[config.mk]
export PLATFORM = sky130hd
export DESIGN_NAME = fifo2_tx_rx
export DESIGN_NICKNAME = d
export VERILOG_FILES = /design/src/rtl/fifo2_tx_rx.sv
export SDC_FILE = /design/constraint.sdc
export NUM_CORES = 1
export LEC_CHECK = 0
export CORE_MARGIN = 4
export CORE_UTILIZATION = 51
export CTS_CLUSTER_DIAMETER = 100
export CTS_CLUSTER_SIZE = 10
export DETAILED_ROUTE_END_ITERATION = 6
export PLACE_DENSITY = 0.95
export SYNTH_ARGS = -nofsm -noshare
export SYNTH_HDL_FRONTEND = slang
export SYNTH_SLANG_ARGS = --single-unit
[constraint.sdc]
create_clock -name clk -period 6.5 [get_ports clk]
set_input_delay 1.95 -clock clk [delete_from_list [all_inputs] [get_ports clk]]
set_output_delay 1.95 -clock clk [all_outputs]
set_load 0.02 [all_outputs]
[src/rtl/fifo2_tx_rx.sv]
// Command/response bridge between a 34-bit FIFO pair and one serial TX core plus one RX core.
// Commands become register-write strobes for the selected channel; core events become response words.
module fifo2_tx_rx (
  input  logic        clk,
  input  logic        rst,
  input  logic        fifo_read_empty,
  input  logic [33:0] fifo_read_data,
  output logic        fifo_read_inc,
  input  logic        fifo_write_full,
  output logic [33:0] fifo_write_data,
  output logic        fifo_write_inc,
  output logic [31:0] wr_data_tx,
  output logic        data_we_tx,
  output logic [15:0] wr_config_tx,
  output logic        config_we_tx,
  input  logic        rd_status_tx,
  input  logic [15:0] rd_config_tx,
  input  logic        config_changed_tx,
  input  logic        status_changed_tx,
  output logic [15:0] wr_config_rx,
  output logic        config_we_rx,
  input  logic [15:0] rd_status_rx,
  input  logic [15:0] rd_config_rx,
  input  logic [31:0] rd_data_rx,
  input  logic        config_changed_rx,
  input  logic        data_status_changed_rx
);

  typedef enum logic [1:0] {
    ADDR_CFG  = 2'd0,
    ADDR_DATA = 2'd1,
    ADDR_STAT = 2'd2,
    ADDR_CHAN = 2'd3
  } addr_e;

  logic        rd_inc_q, rd_inc_d;
  logic        cfg_we_tx_q, cfg_we_tx_d, dat_we_tx_q, dat_we_tx_d, cfg_we_rx_q, cfg_we_rx_d;
  logic [31:0] wr_dat_tx_q, wr_dat_tx_d;
  logic [15:0] wr_cfg_tx_q, wr_cfg_tx_d, wr_cfg_rx_q, wr_cfg_rx_d;
  logic        chan_q, chan_d;
  logic        echo_pend_q, echo_pend_d, echo_val_q, echo_val_d;
  logic        cfg_pend_q, cfg_pend_d;
  logic [15:0] cfg_val_q, cfg_val_d;
  logic        dat_pend_q, dat_pend_d;
  logic [31:0] dat_val_q, dat_val_d;
  logic        sts_pend_q, sts_pend_d;
  logic [31:0] sts_val_q, sts_val_d;
  logic        sts_first_q, sts_first_d;
  logic        wr_inc_q, wr_inc_d;
  logic [33:0] wr_word_q, wr_word_d;
  addr_e       cmd_addr;
  logic        pop;

  assign cmd_addr = addr_e'(fifo_read_data[33:32]);
  assign pop      = !fifo_read_empty && !rd_inc_q;

  always_comb begin
    rd_inc_d    = 1'b0;
    cfg_we_tx_d = 1'b0;
    dat_we_tx_d = 1'b0;
    cfg_we_rx_d = 1'b0;
    wr_dat_tx_d = wr_dat_tx_q;
    wr_cfg_tx_d = wr_cfg_tx_q;
    wr_cfg_rx_d = wr_cfg_rx_q;
    chan_d      = chan_q;
    echo_pend_d = echo_pend_q;
    echo_val_d  = echo_val_q;
    cfg_pend_d  = cfg_pend_q;
    cfg_val_d   = cfg_val_q;
    dat_pend_d  = dat_pend_q;
    dat_val_d   = dat_val_q;
    sts_pend_d  = sts_pend_q;
    sts_val_d   = sts_val_q;
    sts_first_d = sts_first_q;
    wr_inc_d    = 1'b0;
    wr_word_d   = wr_word_q;

    // Event capture: only the selected channel; a re-trigger overwrites the snapshot.
    if (!chan_q) begin
      if (config_changed_tx) begin
        cfg_pend_d = 1'b1;
        cfg_val_d  = rd_config_tx;
      end
      if (status_changed_tx) begin
        sts_pend_d = 1'b1;
        sts_val_d  = {31'b0, rd_status_tx};
      end
    end else begin
      if (config_changed_rx) begin
        cfg_pend_d = 1'b1;
        cfg_val_d  = rd_config_rx;
      end
      if (data_status_changed_rx) begin
        dat_pend_d = 1'b1;
        dat_val_d  = rd_data_rx;
        sts_pend_d = 1'b1;
        sts_val_d  = {16'b0, rd_status_rx};
      end
    end

    // Drain: events bypass straight to the output; the echo waits one cycle after its pop.
    if (!fifo_write_full) begin
      if (sts_first_q && sts_pend_d) begin
        wr_inc_d    = 1'b1;
        wr_word_d   = {ADDR_STAT, sts_val_d};
        sts_pend_d  = 1'b0;
        sts_first_d = 1'b0;
      end else if (echo_pend_q) begin
        wr_inc_d    = 1'b1;
        wr_word_d   = {ADDR_CHAN, 31'b0, echo_val_q};
        echo_pend_d = 1'b0;
      end else if (cfg_pend_d) begin
        wr_inc_d   = 1'b1;
        wr_word_d  = {ADDR_CFG, 16'b0, cfg_val_d};
        cfg_pend_d = 1'b0;
      end else if (dat_pend_d) begin
        wr_inc_d    = 1'b1;
        wr_word_d   = {ADDR_DATA, dat_val_d};
        dat_pend_d  = 1'b0;
        sts_first_d = sts_pend_d;
      end else if (sts_pend_d) begin
        wr_inc_d    = 1'b1;
        wr_word_d   = {ADDR_STAT, sts_val_d};
        sts_pend_d  = 1'b0;
        sts_first_d = 1'b0;
      end
    end

    if (pop) begin
      rd_inc_d = 1'b1;
      unique case (cmd_addr)
        ADDR_CFG: begin
          if (!chan_q) begin
            cfg_we_tx_d = 1'b1;
            wr_cfg_tx_d = fifo_read_data[15:0];
          end else begin
            cfg_we_rx_d = 1'b1;
            wr_cfg_rx_d = fifo_read_data[15:0];
          end
        end
        ADDR_DATA: begin
          if (!chan_q) begin
            dat_we_tx_d = 1'b1;
            wr_dat_tx_d = fifo_read_data[31:0];
          end
        end
        ADDR_STAT: ;
        ADDR_CHAN: begin
          chan_d      = fifo_read_data[0];
          echo_pend_d = 1'b1;
          echo_val_d  = fifo_read_data[0];
        end
        default: ;
      endcase
    end
  end

  always_ff @(posedge clk) begin
    if (rst) begin
      rd_inc_q    <= 1'b0;
      cfg_we_tx_q <= 1'b0;
      dat_we_tx_q <= 1'b0;
      cfg_we_rx_q <= 1'b0;
      wr_dat_tx_q <= '0;
      wr_cfg_tx_q <= '0;
      wr_cfg_rx_q <= '0;
      chan_q      <= 1'b0;
      echo_pend_q <= 1'b0;
      echo_val_q  <= 1'b0;
      cfg_pend_q  <= 1'b0;
      cfg_val_q   <= '0;
      dat_pend_q  <= 1'b0;
      dat_val_q   <= '0;
      sts_pend_q  <= 1'b0;
      sts_val_q   <= '0;
      sts_first_q <= 1'b0;
      wr_inc_q    <= 1'b0;
      wr_word_q   <= '0;
    end else begin
      rd_inc_q    <= rd_inc_d;
      cfg_we_tx_q <= cfg_we_tx_d;
      dat_we_tx_q <= dat_we_tx_d;
      cfg_we_rx_q <= cfg_we_rx_d;
      wr_dat_tx_q <= wr_dat_tx_d;
      wr_cfg_tx_q <= wr_cfg_tx_d;
      wr_cfg_rx_q <= wr_cfg_rx_d;
      chan_q      <= chan_d;
      echo_pend_q <= echo_pend_d;
      echo_val_q  <= echo_val_d;
      cfg_pend_q  <= cfg_pend_d;
      cfg_val_q   <= cfg_val_d;
      dat_pend_q  <= dat_pend_d;
      dat_val_q   <= dat_val_d;
      sts_pend_q  <= sts_pend_d;
      sts_val_q   <= sts_val_d;
      sts_first_q <= sts_first_d;
      wr_inc_q    <= wr_inc_d;
      wr_word_q   <= wr_word_d;
    end
  end

  assign fifo_read_inc   = rd_inc_q;
  assign config_we_tx    = cfg_we_tx_q;
  assign data_we_tx      = dat_we_tx_q;
  assign config_we_rx    = cfg_we_rx_q;
  assign wr_data_tx      = wr_dat_tx_q;
  assign wr_config_tx    = wr_cfg_tx_q;
  assign wr_config_rx    = wr_cfg_rx_q;
  assign fifo_write_inc  = wr_inc_q;
  assign fifo_write_data = wr_word_q;

endmodule

==> results.sh <==
export IMPL_end_kind="register"
export IMPL_holdBufCountCts=0
export IMPL_globalplace_congestion=0.874
export IMPL_netlist_top_cells_count="189 x dfxtp_1, 156 x nor2_1, 118 x nand2_1"
export IMPL_timing_setup_tns_ns=0
export IMPL_p_seq_share_pct=46.9
export IMPL_row_count=44
export IMPL_cts_root_buf="clkbuf_16"
export IMPL_cap_violations=0
export IMPL_synthCells=854
export IMPL_dr_pass1_iters=7
export IMPL_synth_cell_types=35
export IMPL_cts_max_path_buffers=2
export IMPL_syn_num_nets=977
export IMPL_synth_ff_type="dfxtp_1"
export IMPL_clock_power_share_pct=39.5
export IMPL_power_density_nw_per_um2=249
export IMPL_leakagePower_uw=0.00381
export IMPL_grt_pass1_wl_microns=34800
export IMPL_post_synth_top_area_cell="dfxtp_1"
export IMPL_arrival_ns=4.81
export IMPL_initialDrtViolationCount=689
export IMPL_start_util_pct=52.1
export IMPL_yosysMostFrequentCell="dfxtp_1"
export IMPL_cts_resized=0
export IMPL_skew_ns=0.0109
export IMPL_drive_gt1_share_pct=7.52
export IMPL_grt_max_degree=144
export IMPL_vias=7067
export IMPL_p_switching_uw=672
export IMPL_ir_worst_vdd_uv=165
export IMPL_netlist_area_sq_um=7580
export IMPL_yosys_top_cells_area="dfxtp_1 50%, mux2i_1 11%, nor2_1 7.7%"
export IMPL_criticalPathCategory="in -> reg"
export IMPL_antenna_found_initial=1
export IMPL_grt_pass1_vias=6929
export IMPL_crit_required_ns=6.82
export IMPL_ctsHtreeMaxLevel=4
export IMPL_synth_async_sr_flop_share_pct=0
export IMPL_finalCritPeriodShare_pct=69.1
export IMPL_yosysWarningCount=0
export IMPL_antenna_cells=0
export IMPL_power_frac_comb_pct=13.6
export IMPL_synth_edf_count=0
export IMPL_cts_sinks=189
export IMPL_viasPerCell=5.73
export IMPL_drv_slew=0
export IMPL_cts_made_buffers=17
export IMPL_clkLatencyLatePin_ns=0.43
export IMPL_ys_seq_area_share_pct=49.9
export IMPL_slew_headroom_pct=16.4
export IMPL_regToRegSetupSlack_ns=3.21
export IMPL_tightest_slew_ns=1.25
export IMPL_route_detailed_drc=3
export IMPL_fmaxAchievable_ghz=0.223
export IMPL_clk_pin_slew_ns=0.07
export IMPL_synth_top_area_share_pct=49.9
export IMPL_grt_total_usage_pct=26.1
export IMPL_areaGrowthSynthToFinish_pct=38.1
export IMPL_power_uw=2600
export IMPL_p_int_uw=1930
export IMPL_setup_viol_count_final=0
export IMPL_wl_per_cell_microns=18.0
export IMPL_run_status="finished with violations"
export IMPL_ys_ff_latch=189
export IMPL_path_max_fanout=33
export IMPL_finalHoldViolCount=0
export IMPL_fin_crit_ns=4.49
export IMPL_chipHeight_microns=130
export IMPL_start_kind="input port"
export IMPL_overflow=0
export IMPL_portBuffers=225
export IMPL_io_pins=226
export IMPL_route_antenna_remaining_nets=0
export IMPL_cts_tree="built"
export IMPL_rsz0062_at_grt="false"
export IMPL_core_area_sq_um=14500
export IMPL_fin_nets=1160
export IMPL_hpwlAfterDp_microns=15200
export IMPL_postCtsSetupBuffers=0
export IMPL_violations="design-rule violations"
export IMPL_hp_class="reg -> reg"
export IMPL_die_w_microns=130
export IMPL_wl_microns=22200
export IMPL_swShare_pct=25.8
export IMPL_synth_avg_cell_area_sq_um=8.87
export IMPL_die_area_sq_um=16900
[critical path, cell delays in order]
cell,delay [ns]
clkdlybuf4s50_1,0.59
mux2_2,0.40
nor3_1,0.35
a21o_1,1.03
a211oi_1,0.18
nor3_1,0.31
[layout by cell type, fill, tap and decap left out, types with 15 or more instances in the layout]
cell and n:
mux2_2 18, nand2_1 118, mux2i_1 80, a211oi_1 33, nor2_1 155, a21oi_1 63, dfxtp_1 189, clkbuf_16 17
nor3_1 36, clkdlybuf4s50_1 224, o32ai_1 30, a22oi_1 15
[cell type report]
cell class,count,area (sq um)
clock buffer,21,460
clock inverter,11,128
fill,1007,4070
inverter,1,3.75
multi-input combinational,591,3520
sequential,189,3780
tap,184,230
timing repair buffer,237,2340
[path summary, 6_finish.rpt]
kind,start,to,cells past startpoint
max,data_status_changed_rx,fifo_write_data[5]$_SDFFE_PP0P_,6
max reg2reg,echo_val_q$_SDFFE_PP0P_,fifo_write_data[5]$_SDFFE_PP0P_,5
min,wr_data_tx[21]$_SDFFE_PP0P_,wr_data_tx[21]$_SDFFE_PP0P_,2
min reg2reg,wr_data_tx[21]$_SDFFE_PP0P_,wr_data_tx[21]$_SDFFE_PP0P_,2
[power groups by stage]
stage / Sequential, uW / Combinational (uW) / Clock (uW)
after floorplan: 1270 / 148 / 0
after global placement: 1240 / 342 / 0
after detailed placement: 1250 / 349 / 0
after CTS: 1220 / 353 / 1040
after global routing: 1220 / 379 / 1090
final: 1220 / 353 / 1030
[routing by layer]
layer	global-route usage, %	vias to the layer above	share of wire [%]
met2	43.1	346	47
li1	-	3335	-
met1	30.3	3327	38
met4	10.3	2	2.9
met3	10.9	57	12
met5	0	-	0.058
[state kept, by name (all words and copies together) (netlist names), 16 cells and up]
signal           count
dat_val_q           32
sts_val_q           32
cfg_val_q           16
wr_config_tx        16
wr_data_tx          32
wr_config_rx        16
fifo_write_data     34
[stage by stage]
| stage | setup slack [ns] | cells | hold WS [ns] | utilization [%] | cell area, sq um |
|---|---|---|---|---|---|
| after floorplan | 2.99 | 854 | 0.419 | - | 7580 |
| after global placement | 1.77 | 1202 | 0.429 | 68.0 | 9880 |
| after detailed placement | 1.71 | 1202 | 0.446 | 68.0 | 9880 |
| after CTS | 2.08 | 1234 | 0.456 | 72.0 | 10500 |
| after global routing | 1.95 | 1234 | 0.474 | 72.0 | 10500 |
| final | 2.01 | 1234 | 0.454 | 72.0 | 10500 |
[kinds of logic after synthesis]
family                 after synthesis  share of synthesized area [%]
flip-flops                         189                           49.9
multiplexers                       100                           13.6
buffers and inverters               74                           4.24
AND/OR/NAND/NOR                    323                           17.2
AO/OA/AOI/OAI                      168                           15.1
No activity file was read; power rests on OpenSTA's default activity.
